File: src/rtl/sdrc_arb_pkg.sv
// Shared types and constants for the sdrc_top Wishbone arbiter.
// Holds the arbiter state encoding and the Wishbone cycle-type codes.
package sdrc_arb_pkg;

  typedef enum logic {
    IDLE  = 1'b0,
    GRANT = 1'b1
  } arb_state_t;

  localparam logic [2:0] CTI_CLASSIC = 3'b000;
  localparam logic [2:0] CTI_INCR    = 3'b010;
  localparam logic [2:0] CTI_EOB     = 3'b111;

endpackage

File: src/rtl/sdrc_rr_picker.sv
// Combinational round-robin picker: first requester strictly after last_ptr,
// searching upward and wrapping modulo NUM_M.
module sdrc_rr_picker #(
  parameter int NUM_M = 2,
  parameter int GIW   = 1
) (
  input  logic [NUM_M-1:0] req,
  input  logic [GIW-1:0]   last_ptr,
  output logic [GIW-1:0]   winner,
  output logic             any_req
);

  logic [GIW-1:0]     start;
  logic [2*NUM_M-1:0] dbl;
  logic [NUM_M-1:0]   rot;
  logic [GIW-1:0]     off;
  logic [GIW:0]       sum;

  // Rotate so that bit 0 of rot is the master just after last_ptr.
  assign start   = (last_ptr == GIW'(NUM_M - 1)) ? '0 : last_ptr + 1'b1;
  assign dbl     = {req, req};
  assign rot     = dbl[start +: NUM_M];
  assign any_req = |req;

  always_comb begin
    off = '0;
    for (int i = NUM_M - 1; i >= 0; i--) begin
      if (rot[i]) off = GIW'(i);
    end
  end

  // Undo the rotation, wrapping back into 0..NUM_M-1.
  always_comb begin
    sum = {1'b0, start} + {1'b0, off};
    if (sum >= (GIW+1)'(NUM_M)) winner = GIW'(sum - (GIW+1)'(NUM_M));
    else                        winner = sum[GIW-1:0];
  end

endmodule

File: src/rtl/sdrc_wb_arbiter.sv
// Round-robin Wishbone arbiter sharing the sdrc_top slave port between NUM_M
// masters; a grant is held for as long as the owner keeps cyc asserted.
module sdrc_wb_arbiter
  import sdrc_arb_pkg::*;
#(
  parameter int NUM_M = 2,
  parameter int AW    = 32,
  parameter int DW    = 32,
  parameter int SW    = 4,
  parameter int GIW   = 1
) (
  input  logic                wb_clk_i,
  input  logic                wb_resetn,
  input  logic [NUM_M-1:0]    m_cyc_i,
  input  logic [NUM_M-1:0]    m_stb_i,
  input  logic [NUM_M-1:0]    m_we_i,
  input  logic [NUM_M*AW-1:0] m_addr_i,
  input  logic [NUM_M*DW-1:0] m_dat_i,
  input  logic [NUM_M*SW-1:0] m_sel_i,
  input  logic [NUM_M*3-1:0]  m_cti_i,
  output logic [NUM_M-1:0]    m_ack_o,
  output logic [DW-1:0]       m_dat_o,
  output logic                s_cyc_o,
  output logic                s_stb_o,
  output logic                s_we_o,
  output logic [AW-1:0]       s_addr_o,
  output logic [DW-1:0]       s_dat_o,
  output logic [SW-1:0]       s_sel_o,
  output logic [2:0]          s_cti_o,
  input  logic                s_ack_i,
  input  logic [DW-1:0]       s_dat_i,
  output logic [NUM_M-1:0]    gnt_o,
  output logic                busy_o
);

  // Handshake: the owner's cyc/stb pass straight to sdrc_top; a beat completes
  // on a cycle where s_ack_i is high, and that ack is steered only to the owner.

  arb_state_t     state;
  logic [GIW-1:0] gidx;
  logic [GIW-1:0] last_ptr;
  logic [GIW-1:0] winner;
  logic           any_req;
  int             gi;

  sdrc_rr_picker #(
    .NUM_M (NUM_M),
    .GIW   (GIW)
  ) u_picker (
    .req      (m_cyc_i),
    .last_ptr (last_ptr),
    .winner   (winner),
    .any_req  (any_req)
  );

  // last_ptr resets to the top index so master 0 wins the first arbitration.
  always_ff @(posedge wb_clk_i) begin
    if (!wb_resetn) begin
      state    <= IDLE;
      gnt_o    <= '0;
      gidx     <= '0;
      last_ptr <= GIW'(NUM_M - 1);
    end else begin
      case (state)
        IDLE: begin
          if (any_req) begin
            gnt_o <= NUM_M'(1) << winner;
            gidx  <= winner;
            state <= GRANT;
          end
        end
        GRANT: begin
          if (!m_cyc_i[gidx]) begin
            last_ptr <= gidx;
            gnt_o    <= '0;
            state    <= IDLE;
          end
        end
        default: begin
          state <= IDLE;
          gnt_o <= '0;
        end
      endcase
    end
  end

  assign busy_o = (state == GRANT);
  assign gi     = int'(gidx);

  // Slave-side mux driven from the registered owner index; quiet while IDLE.
  always_comb begin
    s_cyc_o  = 1'b0;
    s_stb_o  = 1'b0;
    s_we_o   = 1'b0;
    s_addr_o = '0;
    s_dat_o  = '0;
    s_sel_o  = '0;
    s_cti_o  = '0;
    if (state == GRANT) begin
      s_cyc_o  = m_cyc_i[gidx];
      s_stb_o  = m_stb_i[gidx] & m_cyc_i[gidx];
      s_we_o   = m_we_i[gidx];
      s_addr_o = m_addr_i[gi*AW +: AW];
      s_dat_o  = m_dat_i[gi*DW +: DW];
      s_sel_o  = m_sel_i[gi*SW +: SW];
      s_cti_o  = m_cti_i[gi*3 +: 3];
    end
  end

  // gnt_o is zero in IDLE, so a stray ack there never reaches a master.
  assign m_ack_o = {NUM_M{s_ack_i}} & gnt_o & m_cyc_i;
  assign m_dat_o = s_dat_i;

endmodule

File: config.mk
export PLATFORM = sky130hd
export DESIGN_NAME = sdrc_wb_arbiter
export DESIGN_NICKNAME = d
export VERILOG_FILES = /design/src/rtl/sdrc_arb_pkg.sv /design/src/rtl/sdrc_rr_picker.sv /design/src/rtl/sdrc_wb_arbiter.sv
export SDC_FILE = /design/constraint.sdc
export NUM_CORES = 1
export LEC_CHECK = 0
export CAP_MARGIN = 10
export CORE_AREA = 2 2 114 116
export CTS_CLUSTER_SIZE = 30
export DETAILED_ROUTE_END_ITERATION = 7
export DIE_AREA = 0 0 116 118
export SLEW_MARGIN = 20
export SYNTH_ARGS = -nofsm -noshare
export SYNTH_HDL_FRONTEND = slang
export SYNTH_SLANG_ARGS = --single-unit
File: constraint.sdc
create_clock -name wb_clk_i -period 3.1 [get_ports wb_clk_i]
set_input_delay 0.62 -clock wb_clk_i [delete_from_list [all_inputs] [get_ports wb_clk_i]]
set_output_delay 0.62 -clock wb_clk_i [all_outputs]
set_load 0.01 [all_outputs]
==> metrics.md, run 1 <==
| Metric | Value |
|---|---|
| # nets final | 598 |
| Arrival time at the worst endpoint | 2.18 ns |
| Area growth syn-to-layout | 138% |
| Number of global-route vias before repair | 2,284 |
| Crit path kind | input pin to output pin |
| CP Cell Sequence | clkdlybuf4s50_1, mux2i_2, nor3_1, clkdlybuf4s50_1 |
| Row Count | 41 |
| Sw frac | 29.0% |
| CTS buffer count | 3 |
| Hold Path Depth | 2 |
| Crit start category | input pin |
| Sink Count | 5 |
| CP top delay family | buffers and inverters |
| Syn Inst Count | 228 |
| Most area-hungry cell type in the Yosys netlist | mux2i_1 |
| Synth Net Count | 411 |
| Slowest library cell on the worst path | clkdlybuf4s50_1 |
| Most frequent cells in the layout | 229 x clkdlybuf4s50_1, 76 x nor2_1, 73 x mux2i_1, 4 x a21oi_1, 4 x dfxtp_1 |
| HPWL after DPL | about 6.6 mm |
| Largest stage delay on the critical path | between 0.6 and 0.7 ns |
| Initial DRC count | 56 |
| CTS tree | yes |
| Final period util | 90.2% |
| Sw power | approximately 0.00025 W |
| Status | complete, no violations |
| Clock root buffer | clkbuf_16 |
| Resized Gates After CTS | 0 |
| Post-synth cell types | 22 |
| Clock transition at path regs | 0.03 ns |
| Syn Std Cell Area | 1650 sq um |
| Seq/Total Area, Yosys | 6.08% |
| ANT cells | 0 |
| MaxCap Viol Count | 0 |
| Routed Antenna Nets | 0 |
| Critical path fanouts, max | 8 |
| GP Congestion | ~0.76 |
| Top cells by area, synth | mux2i_1 44%, buf_4 18%, nor2_1 17% |
| Rel. slew slack | 54.8% |
| Skew final | 0.000329 ns |
| Pint | 0.000606 W |
| # port buffers | 229 |
| Global-route wire length before repair | ~11 mm |
| First-pass DRT Iterations | 4 |
| Top cell type's share of synthesized area | 44.4% |
| Die width | 116 um |
| Flop pwr share | 9.9% |
| Total grt overflow | 0 |
| Leakage Power | 1.38 nW |
| Power per cell area | roughly 220 nW/um^2 |
| Post-CTS Setup Bufs | 0 |
| VDD IR-drop max | 0.158 mV |
| Required @ worst endpoint | between 2 and 2.5 ns |
| R2R depth | 3 |
| Routed vias/inst | 3.86 |
| Vias | 2,262 |
| Worst path depth | 4 |
| HP Class | register to register |
| Synthesis warning total | 0 |
| Commonest non-fill, non-tap cell in the layout | clkdlybuf4s50_1 |
| Fin. Hold Viols | 0 |
| Io pins | between 200 and 300 |
| Clock share of power | 24.1% |
| TNS Setup | 0 ns |
| Fillers | 1,326 |
| # DRC | 0 |
| Comb power frac | 66.0% |
| Endpoints failing setup | 0 |
| Initial antenna violation count | 0 |
| Core area | 12,400 sq um |
| Drt wl/cell | 13.3 um |
| Fin. max-slew vios | 0 |
| Die area | roughly 14,000 sq um |
| Cts hold-fix bufs | 0 |
| Max Freq | 358 MHz |
| Clock Latency Late Sink | 0.22 ns |
| Hold slack final | 0.559 ns |
| Post-synthesis register bit count | 5 |
| Total wire length | 7.82 mm |
| Starting density of the core | between 10% and 20% |
| Largest net degree at the start of global routing | 40 |
| Measured slew at the worst slew-check pin | about 0.68 ns |
| CP bufs+invs | 2 |
| CP most frequent cell | clkdlybuf4s50_1 |
| GRT Resource Usage Total | 9.89% |
| Fin crit period | between 2 and 3 ns |
| Chip height | 118 um |
| RSZ-0062 raised after global routing | false |
| Element type at the critical path end | output pin |
| CTS max path bufs | 2 |
| H-Tree Depth | 1 |
| Avg Cell Area, Syn | 7.22 sq um |
| Layout cells sized above 1 | roughly 2.7% |
## synth_stat cells
library cell and number:
o21a_1 2, a21boi_0 1, o21bai_1 1, buf_4 39, buf_6 5, and3_4 1, clkbuf_2 1, nand2_1 3
mux2i_1 73, inv_1 2, mux2i_2 1, and3_1 2, buf_2 5, a21oi_1 4, nor3_1 1, nand2b_1 1
dfxtp_1 5, o21ai_0 2, o31a_1 1, nand2_2 1, nor3b_1 1, nor2_1 76
## power groups by stage
| stage | Sequential [W] | Clock, W | Combinational [W] |
|---|---|---|---|
| 4_1_cts | 0.0000845 | 0.000209 | 0.000575 |
| 3_3_place_gp | 0.0000852 | 0 | 0.000567 |
| 3_5_place_dp | 0.0000852 | 0 | 0.000571 |
| 6_report | 0.0000845 | 0.000206 | 0.000564 |
| 2_1_floorplan | 0.0000769 | 0 | 0.000266 |
| 5_1_grt | 0.0000865 | 0.000218 | 0.000603 |
## final timing paths
check                              from               endpoint  slack (ns)
setup reg to reg      busy_o$_SDFF_PN0_  gnt_o[1]$_SDFFE_PN0P_        1.58
hold reg to reg   last_ptr$_SDFFE_PN1P_  last_ptr$_SDFFE_PN1P_        0.56
hold / removal    last_ptr$_SDFFE_PN1P_  last_ptr$_SDFFE_PN1P_        0.56
setup / recovery             m_cyc_i[0]                s_stb_o        0.30
## metrics by stage
stage	utilization (%)	setup slack (ns)	instances	power, W	area (sq um)
after CTS	31.5	0.305	586	0.000869	3920
after floorplan	-	1.36	228	0.000342	1650
final	31.5	0.303	586	0.000854	3920
after detailed placement	30.9	0.305	582	0.000656	3840
after global routing	31.5	0.228	586	0.000908	3920
after global placement	30.9	0.363	582	0.000652	3840
## per-layer routing
layer | global-route usage [%] | vias to the layer above | routed length, um
li1 | - | 1098 | -
met1 | 10.7 | 980 | 2900
met2 | 18.8 | 168 | 3770
met3 | 2.88 | 16 | 1030
met4 | 1.79 | 0 | 111
met5 | 0 | - | 0
## state kept, by name, summed over array words and instances (netlist names)
name and count:
busy_o 1, last_ptr 1, gnt_o 2, gidx 1
## final cells by class
type / count / area (sq um) / share of cell area (%)
multi-input cells: 171 / 1160 / 29.6
clock buffers: 4 / 78.8 / 2.01
repair buffers: 232 / 2350 / 60.1
inverters: 2 / 7.51 / 0.192
well taps: 172 / 215 / 5.50
flip-flops and latches: 5 / 104 / 2.65
## cells by family (layout without fill, tap and decap cells)
kind of cell           Yosys count  in the layout  synth area share (%)
and+or+nand+nor                 86             86                  21.0
muxes                           74             74                  45.2
buffers and inverters           52            238                  23.5
AOI/OAI and AO/OA               11             11                  4.18
DFF                              5              5                  6.08
## worst min-delay path: stages, from the launching register on
cell and delay [ns]:
dfxtp_1 0.32, a21oi_1 0.12, o21ai_0 0.07
Power figures use the tool's default switching activity.
==> run 2, diff against run 1 <==
Settings changed: GPL_TIMING_DRIVEN set to 0, SLEW_MARGIN 20 to unset.
==> run 2 against run 1 <==
  * Die area is the same
  * Count of clock-buffer cells in the layout is the same
  * Non-clock buffer count grew 79
  * Routed wire length grew 13%
  * Power grew 12%
==> metrics.md, run 2 (synthesized netlist as in run 1, its figures left out) <==
| Metric | Value |
|---|---|
| Status | complete, no violations (unchanged) |
| Comb power frac | 70.4% (was 66.0%) |
| Endpoints failing setup | 0 (unchanged) |
| Clock Latency Late Sink | 0.22 ns (about the same) |
| Flip-flop and latch area | 100 sq um (was 104 sq um) |
| Leakage Power | 1.72 nW (was 1.38 nW) |
| HP Class | register to register (unchanged) |
| Commonest non-fill, non-tap cell in the layout | clkdlybuf4s50_1 (unchanged) |
| Layout cells sized above 1 | 11.4% (was 2.66%) |
| Crit start category | input pin (unchanged) |
| CTS tree | yes (unchanged) |
| Arrival time at the worst endpoint | 2.17 ns (was 2.18 ns) |
| Global-route wire length before repair | 12.6 mm (was 11.0 mm) |
| Skew final | 0.000731 ns (was 0.000329 ns) |
| TNS Setup | 0 ns (unchanged) |
| Clock transition at path regs | 0.03 ns (about the same) |
| Clock root buffer | clkbuf_16 (unchanged) |
| Fin crit period | 2.79 ns (was 2.80 ns) |
| CTS buffer count | 3 (unchanged) |
| Rel. slew slack | 79.9% (was 54.8%) |
| Placed Instances | 661 (was 582) |
| Most frequent cells in the layout | 261 x clkdlybuf4s50_1, 76 x nor2_1, 73 x mux2i_1, 39 x buf_4 (was 229 x clkdlybuf4s50_1, 76 x nor2_1, 73 x mux2i_1, 4 x a21oi_1, 4 x dfxtp_1) |
| Fin. Hold Viols | 0 (unchanged) |
| Largest net degree at the start of global routing | 11 (was 40) |
| VDD IR-drop max | 0.162 mV (was 0.158 mV) |
| RSZ-0062 raised after global routing | false (unchanged) |
| Starting density of the core | 13.3% (unchanged) |
| ANT cells | 0 (unchanged) |
| First-pass DRT Iterations | 4 (unchanged) |
| Max reg flops | 2 (unchanged) |
| Total grt overflow | 0 (unchanged) |
| Sw frac | 29.2% (was 29.0%) |
| HPWL after DPL | 7.71 mm (was 6.63 mm) |
| Row Count | 41 (unchanged) |
| Critical path fanouts, max | 8 (unchanged) |
| Largest Register | gnt_o (unchanged) |
| Core area | 12,400 sq um (unchanged) |
| Measured slew at the worst slew-check pin | 0.301 ns (was 0.677 ns) |
| Hold Path Depth | 2 (unchanged) |
| Sink Count | 5 (unchanged) |
| Chip height | 118 um (unchanged) |
| Die area | 13,700 sq um (unchanged) |
| Crit path kind | input pin to output pin (unchanged) |
| Sw power | 0.000280 W (was 0.000248 W) |
| Fillers | 1,295 (was 1,326) |
| Total wire length | 8.85 mm (was 7.82 mm) |
| Flop pwr share | 7.8% (was 9.9%) |
| Post-CTS Setup Bufs | 0 (unchanged) |
| Drt wl/cell | 13.3 um (about the same) |
| Multi-input gate area | 1160 sq um (unchanged) |
| Initial DRC count | 52 (was 56) |
| Post-DP Area | 4470 sq um (was 3840 sq um) |
| Hold path endpoint | last_ptr$_SDFFE_PN1P_ (unchanged) |
| Final period util | 90.1% (was 90.2%) |
| Clock share of power | 21.8% (was 24.1%) |
| CTS max path bufs | 2 (unchanged) |
| Pre-CTS WS | 0.279 ns (was 0.305 ns) |
| # port buffers | 261 (was 229) |
| Final setup margin | 0.306 ns (was 0.303 ns) |
| Reg2reg end | gnt_o[1]$_SDFFE_PN0P_ (unchanged) |
| Power per cell area | 210 nW/um^2 (was 218 nW/um^2) |
| Routed Antenna Nets | 0 (unchanged) |
| Fin. max-slew vios | 0 (unchanged) |
| Initial antenna violation count | 0 (unchanged) |
| Resized Gates After CTS | 0 (unchanged) |
| Vias | 2,566 (was 2,262) |
| Pint | 0.000678 W (was 0.000606 W) |
| Hold wc startpoint | last_ptr$_SDFFE_PN1P_ (unchanged) |
| Max Freq | 358 MHz (about the same) |
| Io pins | 294 (unchanged) |
| Cts hold-fix bufs | 0 (unchanged) |
| Required @ worst endpoint | 2.48 ns (about the same) |
| Final instance area | 4550 sq um (was 3920 sq um) |
| Die width | 116 um (unchanged) |
| GRT Resource Usage Total | 11.4% (was 9.89%) |
| Non-Filler Instances | 665 (was 586) |
| Routed vias/inst | 3.86 (about the same) |
| Number of global-route vias before repair | 2,603 (was 2,284) |
| MaxCap Viol Count | 0 (unchanged) |
| # nets final | 677 (was 598) |
| FF-to-FF setup slack | 1.95 ns (was 1.58 ns) |
| R2R depth | 4 (was 3) |
| # DRC | 0 (unchanged) |
| Element type at the critical path end | output pin (unchanged) |
| RR Startpoint | busy_o$_SDFF_PN0_ (unchanged) |
| GP Congestion | 0.769 (was 0.760) |
| H-Tree Depth | 1 (unchanged) |
| Area growth syn-to-layout | 177% (was 138%) |
-- run 2: cell count changes in the layout (fill, tap and decap cells not counted) --
cell	before	now
buf_4	0	39
clkdlybuf4s50_1	229	261
buf_2	0	5
buf_6	0	5
buf_12	3	0
clkbuf_2	0	1
dfxtp_1	4	5
dfxtp_4	1	0
inv_1	1	2
inv_2	1	0
-- run 2: per-layer routing --
layer	global-route usage [%]	up-vias	part of all wire (%)
met5	0	-	0
met4	1.79	0	0.79
met3	3.50	6	13
met2	21.3	176	49
met1	12.6	1125	38
li1	-	1259	-
-- run 2: cell type report --
class / instances / share of cell area (%)
Buffer: 50 / 8.33
Clock buffer: 4 / 1.73
Inverter: 2 / 0.165
Multi-Input combinational cell: 171 / 25.5
Sequential cell: 5 / 2.20
Tap cell: 172 / 4.73
Timing Repair Buffer: 261 / 57.4
-- run 2: power groups by stage --
stage          combinational, W  sequential [W]  clock, W
4_1_cts                0.000686       0.0000751  0.000213
3_5_place_dp           0.000682       0.0000761         0
6_report               0.000674       0.0000750  0.000209
2_1_floorplan          0.000266       0.0000769         0
3_3_place_gp           0.000678       0.0000758         0
5_1_grt                0.000721       0.0000755  0.000221
-- run 2: stage by stage --
stage	util [%]	total power [W]	hold WS, ns
finish	36.7	0.000958	0.560
detailed placement	36.0	0.000758	0.555
global route	36.7	0.00102	0.594
CTS	36.7	0.000974	0.565
global placement	36.0	0.000754	0.542
floorplan	-	0.000342	0.529
-- run 2: how the worst max path moves through the flow --
stage                 startpoint     endpoint  slack [ns]  depth (start not counted)
2_1_floorplan  busy_o$_SDFF_PN0_  s_addr_o[0]        1.36                          5
3_3_place_gp          m_cyc_i[0]      s_stb_o        0.30                          4
4_1_cts               m_cyc_i[0]      s_stb_o        0.27                          4
3_5_place_dp          m_cyc_i[0]      s_stb_o        0.28                          4
6_report              m_cyc_i[0]      s_stb_o        0.31                          4
5_1_grt               m_cyc_i[0]      s_stb_o        0.22                          4
-- run 2: critical path, stage by stage --
cell             delay (ns)
clkdlybuf4s50_1        0.64
mux2i_2                0.16
nor3_1                 0.18
clkdlybuf4s50_1        0.57
==> run 3, diff against run 2 <==
Settings changed: ABC_AREA set to 1.
==> run 3 against run 2 <==
  * Non-clock buffer count rose by 6
  * Critical path depth increased by 2
  * Global-route usage grew 1.3 points
  * Sequential power hardly changed
  * Sequential share of layout area is essentially flat
  * Final cell count grew 12%
  * First-iteration DRC count increased by 98%
  * Register-to-register slack worse by 0.07 ns
  * Flip-flop and latch count stayed put
  * Cell area rose by 1.9%
  * Via count rose by 15%
  * Die area is the same
  * Largest cell class unchanged
==> metrics.md, run 3 <==
| Metric | Value |
|---|---|
| CP bufs+invs | 2 (unchanged) |
| CP Cell Sequence | clkdlybuf4s50_1, nand2_1, nand2_1, nand2_1, a21oi_1, clkdlybuf4s50_1 (was clkdlybuf4s50_1, mux2i_2, nor3_1, clkdlybuf4s50_1) |
| Main flop type after synthesis | dfxtp_1 (unchanged) |
| Clock share of power | 21.5% (was 21.8%) |
| Synthesis warning total | 0 (unchanged) |
| Syn Inst Count | 310 (was 228) |
| M1 GR Usage | 14.0% (was 12.6%) |
| Required @ worst endpoint | 2.48 ns (about the same) |
| CP top delay family | buffers and inverters (unchanged) |
| Critical path fanouts, max | 5 (was 8) |
| Vias | 2,943 (was 2,566) |
| Final period util | 91.0% (was 90.1%) |
| Starting density of the core | 14.0% (was 13.3%) |
| Ys async rst share | 0% (unchanged) |
| Fin. max-slew vios | 0 (unchanged) |
| Endpoints failing setup | 0 (unchanged) |
| Area growth syn-to-layout | 168% (was 177%) |
| Post-synthesis register bit count | 5 (unchanged) |
| RSZ-0062 raised after global routing | false (unchanged) |
| HP Class | register to register (unchanged) |
| Synth Area in XOR/XNOR | 0% (unchanged) |
| Die width | 116 um (unchanged) |
| Top cells by area, synth | nor2_2 22%, o21ai_0 21%, nor2_1 19% (was mux2i_1 44%, buf_4 18%, nor2_1 17%) |
| Fin. Hold Viols | 0 (unchanged) |
| Routed Antenna Nets | 0 (unchanged) |
| Total grt overflow | 0 (unchanged) |
| MaxCap Viol Count | 0 (unchanged) |
| VDD IR-drop max | 0.188 mV (was 0.162 mV) |
| Hold wc startpoint | gnt_o[0]$_SDFFE_PN0P_ (was last_ptr$_SDFFE_PN1P_) |
| Crit. Startpoint | m_cyc_i[0] (unchanged) |
| Number of flops mapped to enable cells by yosys | 0 (unchanged) |
| Sw power | 0.000312 W (was 0.000280 W) |
| Initial antenna violation count | 0 (unchanged) |
| Initial DRC count | 103 (was 52) |
| Largest net degree at the start of global routing | 11 (unchanged) |
| GRT Resource Usage Total | 12.7% (was 11.4%) |
| RR Startpoint | gidx$_SDFFE_PN0P_ (was busy_o$_SDFF_PN0_) |
| CP most frequent cell | nand2_1 (was clkdlybuf4s50_1) |
| Worst path depth | 6 (was 4) |
| Routed vias/inst | 3.94 (was 3.86) |
| Max reg flops | 2 (unchanged) |
| Seq/Total Area, Yosys | 5.78% (was 6.08%) |
| Met2 usage | 24.9% (was 21.3%) |
| Post-CTS Setup Bufs | 0 (unchanged) |
| Post-synth cell types | 18 (was 22) |
| Number of global-route vias before repair | 2,836 (was 2,603) |
| # port buffers | 261 (unchanged) |
| Most area-hungry cell type in the Yosys netlist | nor2_2 (was mux2i_1) |
| Layout cells sized above 1 | 19.3% (was 11.4%) |
| H-Tree Depth | 1 (unchanged) |
| Sw frac | 32.0% (was 29.2%) |
| Drt wl/cell | 13.0 um (was 13.3 um) |
| Cts hold-fix bufs | 0 (unchanged) |
| CTS tree | yes (unchanged) |
| # DRC | 0 (unchanged) |
| Largest family of logic cells by synthesized area | simple AND/OR/NAND/NOR gates (was multiplexers) |
| Reg2reg end | busy_o$_SDFF_PN0_ (was gnt_o[1]$_SDFFE_PN0P_) |
| HPWL after DPL | 8.20 mm (was 7.71 mm) |
| Core Util, Final | 37.4% (was 36.7%) |
| Largest stage delay on the critical path | 0.60 ns (was 0.64 ns) |
| Most frequent cells in the layout | 261 x clkdlybuf4s50_1, 86 x nor2_1, 73 x o21ai_0, 60 x nor2_2, 33 x buf_4 (was 261 x clkdlybuf4s50_1, 76 x nor2_1, 73 x mux2i_1, 39 x buf_4) |
| Complex-gate fraction of the synthesized area | 23.1% (was 4.18%) |
| Resized Gates After CTS | 0 (unchanged) |
| Core area | 12,400 sq um (unchanged) |
| Element type at the critical path end | output pin (unchanged) |
| Adder-Cell Fraction of Synth Area | 0% (unchanged) |
| Comb power frac | 70.7% (was 70.4%) |
| Io pins | 294 (unchanged) |
| End point of the critical path | s_stb_o (unchanged) |
| Pint | 0.000663 W (was 0.000678 W) |
| Fin crit period | 2.82 ns (was 2.79 ns) |
| R2R depth | 8 (was 4) |
| First-pass DRT Iterations | 4 (unchanged) |
| Max Freq | 355 MHz (was 358 MHz) |
| Synth Net Count | 493 (was 411) |
| GP Congestion | 0.854 (was 0.769) |
| Slowest library cell on the worst path | clkdlybuf4s50_1 (unchanged) |
| Total wire length | 9.70 mm (was 8.85 mm) |
| Rel. slew slack | 71.8% (was 79.9%) |
| Mux cell area share after synthesis | 0% (was 45.2%) |
| M3 GR Usage | 2.32% (was 3.50%) |
| CTS buffer count | 3 (unchanged) |
| Crit start category | input pin (unchanged) |
| Syn Std Cell Area | 1730 sq um (was 1650 sq um) |
| Busiest grt layer | met2 (unchanged) |
| CTS max path bufs | 2 (unchanged) |
| Avg Cell Area, Syn | 5.59 sq um (was 7.22 sq um) |
| Most frequent cell after synthesis | nor2_1 (unchanged) |
| Leakage Power | 1.85 nW (was 1.72 nW) |
| Crit path kind | input pin to output pin (unchanged) |
| Die area | 13,700 sq um (unchanged) |
| Clock Latency Late Sink | 0.23 ns (was 0.22 ns) |
| Largest Register | gnt_o (unchanged) |
| Flop pwr share | 7.7% (was 7.8%) |
| Chip height | 118 um (unchanged) |
| Status | complete, no violations (unchanged) |
| Skew final | 0.000417 ns (was 0.000731 ns) |
| Simple-gate share of the synthesized area | 44.5% (was 21.0%) |
| Top cell type's share of synthesized area | 21.7% (was 44.4%) |
| Power consumption | 0.000975 W (was 0.000958 W) |
| # nets final | 759 (was 677) |
| Arrival time at the worst endpoint | 2.20 ns (was 2.17 ns) |
| TNS Setup | 0 ns (unchanged) |
| FF-to-FF setup slack | 1.88 ns (was 1.95 ns) |
| Row Count | 41 (unchanged) |
| ANT cells | 0 (unchanged) |
| Sink Count | 5 (unchanged) |
| Clock transition at path regs | 0.03 ns (about the same) |
| Commonest non-fill, non-tap cell in the layout | clkdlybuf4s50_1 (unchanged) |
| Power per cell area | 210 nW/um^2 (about the same) |
| Ranking of synthesized cells by instance count | 86 x nor2_1, 73 x o21ai_0, 60 x nor2_2, 33 x buf_4, 13 x nand2_1 (was 76 x nor2_1, 73 x mux2i_1, 39 x buf_4) |
| Measured slew at the worst slew-check pin | 0.423 ns (was 0.301 ns) |
| Clock root buffer | clkbuf_16 (unchanged) |
| Global-route wire length before repair | 14.2 mm (was 12.6 mm) |
==> run 3: changes by cell type in the layout (fill, tap and decap cells not counted), moves of 3 or more <==
cell	change
o21ai_0	+71
mux2i_1	-73
buf_4	-6
buf_2	-3
buf_6	-4
nor2_1	+10
inv_1	+4
nand2_1	+10
buf_8	+6
nand3_1	+3
clkbuf_1	+10
nor2_2	+60
==> run 3: tightest hold or removal path, cell delays in order, from the launching register on <==
cell	delay [ns]
dfxtp_1	0.31
nand3_1	0.08
a21oi_1	0.05
==> run 3: cells by family after synthesis <==
logic type / count (synthesis)
AND/OR/NAND/NOR: 163
AO/OA/AOI/OAI: 79
buffers and inverters: 63
flip-flops: 5
==> run 3: per-layer routing <==
layer,wire [um],vias up
li1,-,1485
met1,3600,1288
met2,5120,160
met3,894,10
met4,89,0
met5,0,-
==> run 3: final cells by class <==
class | count | area (sq um)
Buffer | 56 | 432
Clock buffer | 4 | 78.8
Fill cell | 1347 | 7770
Inverter | 7 | 28.8
Multi-Input combinational cell | 242 | 1170
Sequential cell | 5 | 100
Tap cell | 172 | 215
Timing Repair Buffer | 261 | 2610
==> run 3: worst min path at each step <==
stage | to | slack, ns | cells after the start
detailed placement | gnt_o[0]$_SDFFE_PN0P_ | 0.50 | 2
global route | gnt_o[0]$_SDFFE_PN0P_ | 0.53 | 2
finish | gnt_o[0]$_SDFFE_PN0P_ | 0.50 | 2
global placement | gnt_o[1]$_SDFFE_PN0P_ | 0.49 | 2
CTS | gnt_o[0]$_SDFFE_PN0P_ | 0.50 | 2
floorplan | last_ptr$_SDFFE_PN1P_ | 0.47 | 2
==> run 3: per-stage QoR <==
stage | setup WS, ns | cell area [sq um] | std cells | hold WS, ns
3_3_place_gp | 0.328 | 4560 | 743 | 0.492
3_5_place_dp | 0.318 | 4560 | 743 | 0.498
2_1_floorplan | 1.43 | 1730 | 310 | 0.468
5_1_grt | 0.194 | 4640 | 747 | 0.530
6_report | 0.279 | 4640 | 747 | 0.500
4_1_cts | 0.303 | 4640 | 747 | 0.504
==> run 3: power by group through the flow <==
stage | clock network [W] | logic, W | registers, W
2_1_floorplan | 0 | 0.000252 | 0.0000762
3_3_place_gp | 0 | 0.000688 | 0.0000760
3_5_place_dp | 0 | 0.000695 | 0.0000761
4_1_cts | 0.000214 | 0.000699 | 0.0000752
5_1_grt | 0.000216 | 0.000742 | 0.0000759
6_report | 0.000210 | 0.000690 | 0.0000752
